<file path="config.mk">
export PLATFORM = sky130hd
export DESIGN_NAME = c_cmp_seq
export DESIGN_NICKNAME = d
export VERILOG_FILES = /design/src/rtl/c_cmp_seq.sv
export SDC_FILE = /design/constraint.sdc
export NUM_CORES = 1
export LEC_CHECK = 0
export ABC_AREA = 0
export CORE_MARGIN = 3
export CORE_UTILIZATION = 43
export DETAILED_ROUTE_END_ITERATION = 8
export PLACE_DENSITY = 0.8
export SETUP_SLACK_MARGIN = 0.15
export SYNTH_ARGS = -nofsm -noshare
export SYNTH_HDL_FRONTEND = slang
export SYNTH_SLANG_ARGS = --single-unit
</file>
<file path="constraint.sdc">
create_clock -name clk -period 2.4 [get_ports clk]
set_input_delay 0.36 -clock clk [delete_from_list [all_inputs] [get_ports clk]]
set_output_delay 0.36 -clock clk [all_outputs]
set_load 0.02 [all_outputs]
</file>
<file path="src/rtl/c_cmp_seq.sv">
// c_cmp_seq: multi-cycle chunked comparator.
// MSB-first scan with early exit, valid/ready on both sides.
module c_cmp_seq #(
  parameter int WIDTH = 16,
  parameter int CHUNK = 4
) (
  input  logic             clk,
  input  logic             rst_n,
  input  logic             in_valid,
  output logic             in_ready,
  input  logic [1:0]       op,
  input  logic             sgn,
  input  logic [WIDTH-1:0] in0,
  input  logic [WIDTH-1:0] in1,
  output logic             out_valid,
  input  logic             out_ready,
  output logic             out,
  output logic             out_lt,
  output logic             out_eq
);

  localparam int NCH = WIDTH / CHUNK;
  localparam int IW  = (NCH > 1) ? $clog2(NCH) : 1;

  if (CHUNK < 1 || (WIDTH % CHUNK) != 0) begin : g_bad_cfg
    $error("c_cmp_seq: WIDTH must be a multiple of CHUNK");
  end

  typedef enum logic [1:0] {
    IDLE,
    SCAN,
    DONE
  } state_t;

  state_t           state, state_d;
  logic [IW-1:0]    idx, idx_d;
  logic [WIDTH-1:0] a, b;
  logic [1:0]       op_q;
  logic [CHUNK-1:0] ca, cb;
  logic             fin, lt_c, eq_c;
  logic             accept;

  // MSB inversion maps two's-complement order onto unsigned order
  logic [WIDTH-1:0] flip;
  assign flip = {sgn, {(WIDTH-1){1'b0}}};

  assign in_ready  = rst_n && (state == IDLE);
  assign out_valid = (state == DONE);
  assign accept    = in_valid && in_ready;

  // select the chunk pair under examination
  always_comb begin
    ca = '0;
    cb = '0;
    for (int i = 0; i < NCH; i++) begin
      if (idx == IW'(i)) begin
        ca = a[i*CHUNK +: CHUNK];
        cb = b[i*CHUNK +: CHUNK];
      end
    end
  end

  // next state and per-cycle scan decision
  always_comb begin
    state_d = state;
    idx_d   = idx;
    fin     = 1'b0;
    lt_c    = 1'b0;
    eq_c    = 1'b0;
    unique case (state)
      IDLE: begin
        if (accept) begin
          state_d = SCAN;
          idx_d   = IW'(NCH-1);
        end
      end
      SCAN: begin
        if (ca != cb) begin
          fin     = 1'b1;
          lt_c    = (ca < cb);
          state_d = DONE;
        end else if (idx == '0) begin
          fin     = 1'b1;
          eq_c    = 1'b1;
          state_d = DONE;
        end else begin
          idx_d = idx - IW'(1);
        end
      end
      DONE: begin
        if (out_ready) state_d = IDLE;
      end
      default: state_d = IDLE;
    endcase
  end

  // state, operand capture and registered result
  always_ff @(posedge clk or negedge rst_n) begin
    if (!rst_n) begin
      state  <= IDLE;
      idx    <= '0;
      a      <= '0;
      b      <= '0;
      op_q   <= '0;
      out    <= 1'b0;
      out_lt <= 1'b0;
      out_eq <= 1'b0;
    end else begin
      state <= state_d;
      idx   <= idx_d;
      if (accept) begin
        a    <= in0 ^ flip;
        b    <= in1 ^ flip;
        op_q <= op;
      end
      if (fin) begin
        out_lt <= lt_c;
        out_eq <= eq_c;
        unique case (op_q)
          2'b00: out <= eq_c;
          2'b01: out <= lt_c;
          2'b10: out <= !eq_c;
          2'b11: out <= !lt_c;
          default: out <= 1'b0;
        endcase
      end
    end
  end

endmodule

</file>
==> impl_metrics.csv <==
group,metric,value,unit
placement,routabilityCongestion,0.764,
power_and_ir_drop,p_total,3300,µW
logic_synthesis,synth_seq_cells,41,
finish,layout_common_cells,"42 x clkdlybuf4s50_1, 40 x dfrtp_1, 32 x mux2_2",
die,ios,44,
grt,grt_pass1_vias,1472,
detailed_routing,vias_per_cell,5.27,
logic_synthesis,yosys.area_share.simple,10.7,%
logic_synthesis,synth_largest_area_cell,"dfrtp_1",
logic_synthesis,ys_warn_count,0,
grt,grtUsageTotal,16.1,%
die,initial_core_util,45.4,%
worst_setup_path,end_kind,"register",
cts,cts_tree,"built",
finish,fin_cells,277,
worst_setup_path,r2r_slack,-0.19,ns
sta,layout_setup_ws,-0.190,ns
placement,dp.cells,258,
cts,clk_pin_slew,0.08,ns
placement,hpwl,2910,µm
placement,port_buffers,43,
worst_setup_path,r2r_start,"idx[0]",
sta,worstMarginPinSlew,0.504,ns
die,dieArea,0.00559,mm²
cts,cts-buffers-inserted,5,
sta,finalSetupTns,-0.600,ns
worst_hold_path,hp-class,"in2async",
sta,finalHoldViolations,0,
grt,antenna_found_initial,0,
worst_setup_path,reg2reg_depth,10,
cts,cts-root-buf,"clkbuf_8",
logic_synthesis,synthXorXnorAreaFrac,0.862,%
logic_synthesis,ys_seq_area_share,50.5,%
finish,antenna_cells,0,
grt,grt_pass1_wl,6640,µm
grt,grt_max_degree,42,
sta,hold_ws,0.179,ns
detailed_routing,ant_nets,0,
die,num_rows,24,
outcome,failed_checks,"setup timing",
logic_synthesis,netlist_area,0.00203,mm²
detailed_routing,drc_errors,0,
finish,area_growth,40.9,%
outcome,status,"finished with violations",
grt,gr-total-overflow,0,
logic_synthesis,synth.distinct_cells,36,
power_and_ir_drop,power_leakage,0.00121,µW
detailed_routing,wire_per_inst,15.6,µm
logic_synthesis,synth_fa_ha_area_share,4.92,%
worst_setup_path,setup.worst_path.class,"reg2reg",
worst_setup_path,rr_endpoint,"idx[0]",
sta,setup_violations,5,
detailed_routing,routed_wl,4320,µm
logic_synthesis,synth.avg_cell_area,12.6,µm²
cts,clock_latency,0.30,ns
finish,drive_above_1_share,37.3,%
finish,finalNetCount,271,
finish,final_core_util,64.0,%
worst_setup_path,startpoint_type,"register",
cts,cts_max_path_buffers,2,
sta,skew,0.00743,ns
logic_synthesis,synth_top_family_by_area,"multiplexers",
logic_synthesis,syn_nets,208,
detailed_routing,vias,1460,
logic_synthesis,synth_compound_area_share,10.3,%
sta,period_needed,2.59,ns
sta,slew_headroom,66.4,%
sta,fmax,386,MHz
cts,cts_max_level,2,
logic_synthesis,muxShareOfSynthArea,18.8,%
run,drv_cap,0,
power_and_ir_drop,power_density,1150,mW/mm²
logic_synthesis,synth_area_leaders,"dfrtp_1 50%, mux2_2 18%, ha_1 4.9%",
die,fp.dieW,74.8,µm
worst_setup_path,cp.required,2.59,ns
detailed_routing,firstDrtPassIters,4,
power_and_ir_drop,ir_worst_vdd,531,µV
die,die_h,74.8,µm
logic_synthesis,synth_top_area_share,50.5,%
sta,finalCritPeriodShare,108,%
sta,rsz0062_at_grt,"yes",
logic_synthesis,synthCells,161,
die,core_area,0.00447,mm²
worst_setup_path,worst-path-max-fanout,7,
finish,final_common_cell,"clkdlybuf4s50_1",
worst_setup_path,cp.arrival,2.77,ns
detailed_routing,drt_iter0_markers,85,
cts,cts.sinks,41,
sta,drv_slew,0,
[worst max path at each step]
stage / slack, ns / startpoint / to / depth (start not counted)
5_1_grt: -0.29 / idx[1] / idx[1] / 10
6_report: -0.19 / idx[0] / idx[0] / 10
3_3_place_gp: -0.35 / idx[0] / out / 10
3_5_place_dp: -0.46 / idx[0] / out / 10
2_1_floorplan: -0.10 / idx[1] / idx[1] / 11
4_1_cts: -0.13 / idx[0] / out / 10
[cell families after synthesis]
kind of cell / count (synthesis)
AO/OA/AOI/OAI: 30
XOR/XNOR: 2
adder cells (fa/ha/maj): 8
buffers and inverters: 11
flip-flops: 41
multiplexers: 34
AND/OR/NAND/NOR: 35
[cells in the mapped netlist]
master      n
nand2_1     6
clkbuf_1    3
a21oi_1     8
nor4b_2     1
and4b_1     1
buf_4       1
o21ai_0     3
a221oi_1    7
dfrtp_1    41
and2_1      1
buf_8       3
nor2b_1    10
nor3_1      3
nand4_1     1
buf_2       1
o31ai_1     4
o211ai_1    2
mux2_1      1
and3b_1     1
a211o_1     1
a2bb2oi_1   1
xnor2_1     2
mux2i_1     1
ha_1        8
a22o_1      1
a21o_1      1
nand3_1     1
a31oi_1     1
or3_4       1
nand2b_1    3
mux2_2     32
and2_4      1
a31o_2      1
inv_1       3
nor2_1      4
nor3b_2     1
[repair_timing]
| item | CTS | global route |
|---|---|---|
| hold buffers | 0 | 0 |
| setup buffers | 3 | 7 |
| pin swaps | 7 | 13 |
| cloned | 0 | 1 |
| endpoints found under the setup margin | 7 | 7 |
| gates resized for setup | 11 | 16 |
[where the power goes]
part	switching, µW	leakage, µW	internal (µW)
clock	226	0.0000542	260
combinational	674	0.000672	878
sequential	237	0.000479	1030
[through the flow]
step / worst slack (ns) / instance area [µm²]
after floorplan: -0.105 / 2050
after global routing: -0.288 / 2860
final: -0.190 / 2860
after CTS: -0.126 / 2710
after detailed placement: -0.463 / 2530
after global placement: -0.347 / 2530
[critical path, stage by stage (launching register included)]
cell	delay [ns]
dfrtp_2	0.44
inv_4	0.06
ha_4	0.15
nor2b_4	0.15
buf_4	0.14
a221oi_2	0.26
o31ai_2	0.09
ha_1	0.32
nand4_1	0.15
or3_4	0.44
mux2_2	0.28
[flip-flops by register name, indices dropped and copies added (netlist names)]
register  cells
out           1
a            16
state         2
op_q          2
idx           2
out_eq        1
out_lt        1
b            16
[layout make-up]
| cell class | count | area [µm²] |
|---|---|---|
| Clock buffer | 7 | 96.3 |
| Timing Repair Buffer | 64 | 608 |
| Clock inverter | 1 | 5.00 |
| Fill cell | 347 | 1610 |
| Tap cell | 52 | 65.1 |
| Inverter | 3 | 13.8 |
| Multi-Input combinational cell | 109 | 1050 |
| Sequential cell | 41 | 1030 |
[per-layer routing]
metal  GRT usage [%]  routed length (µm)  vias to the layer above
li1                -                   -                      714
met4            6.52                  76                        0
met5               0                   0                        -
met2            26.1                2160                       32
met1            20.4                1890                      709
met3            4.54                 195                        5
Note: power is estimated with default switching activity, not from simulation.
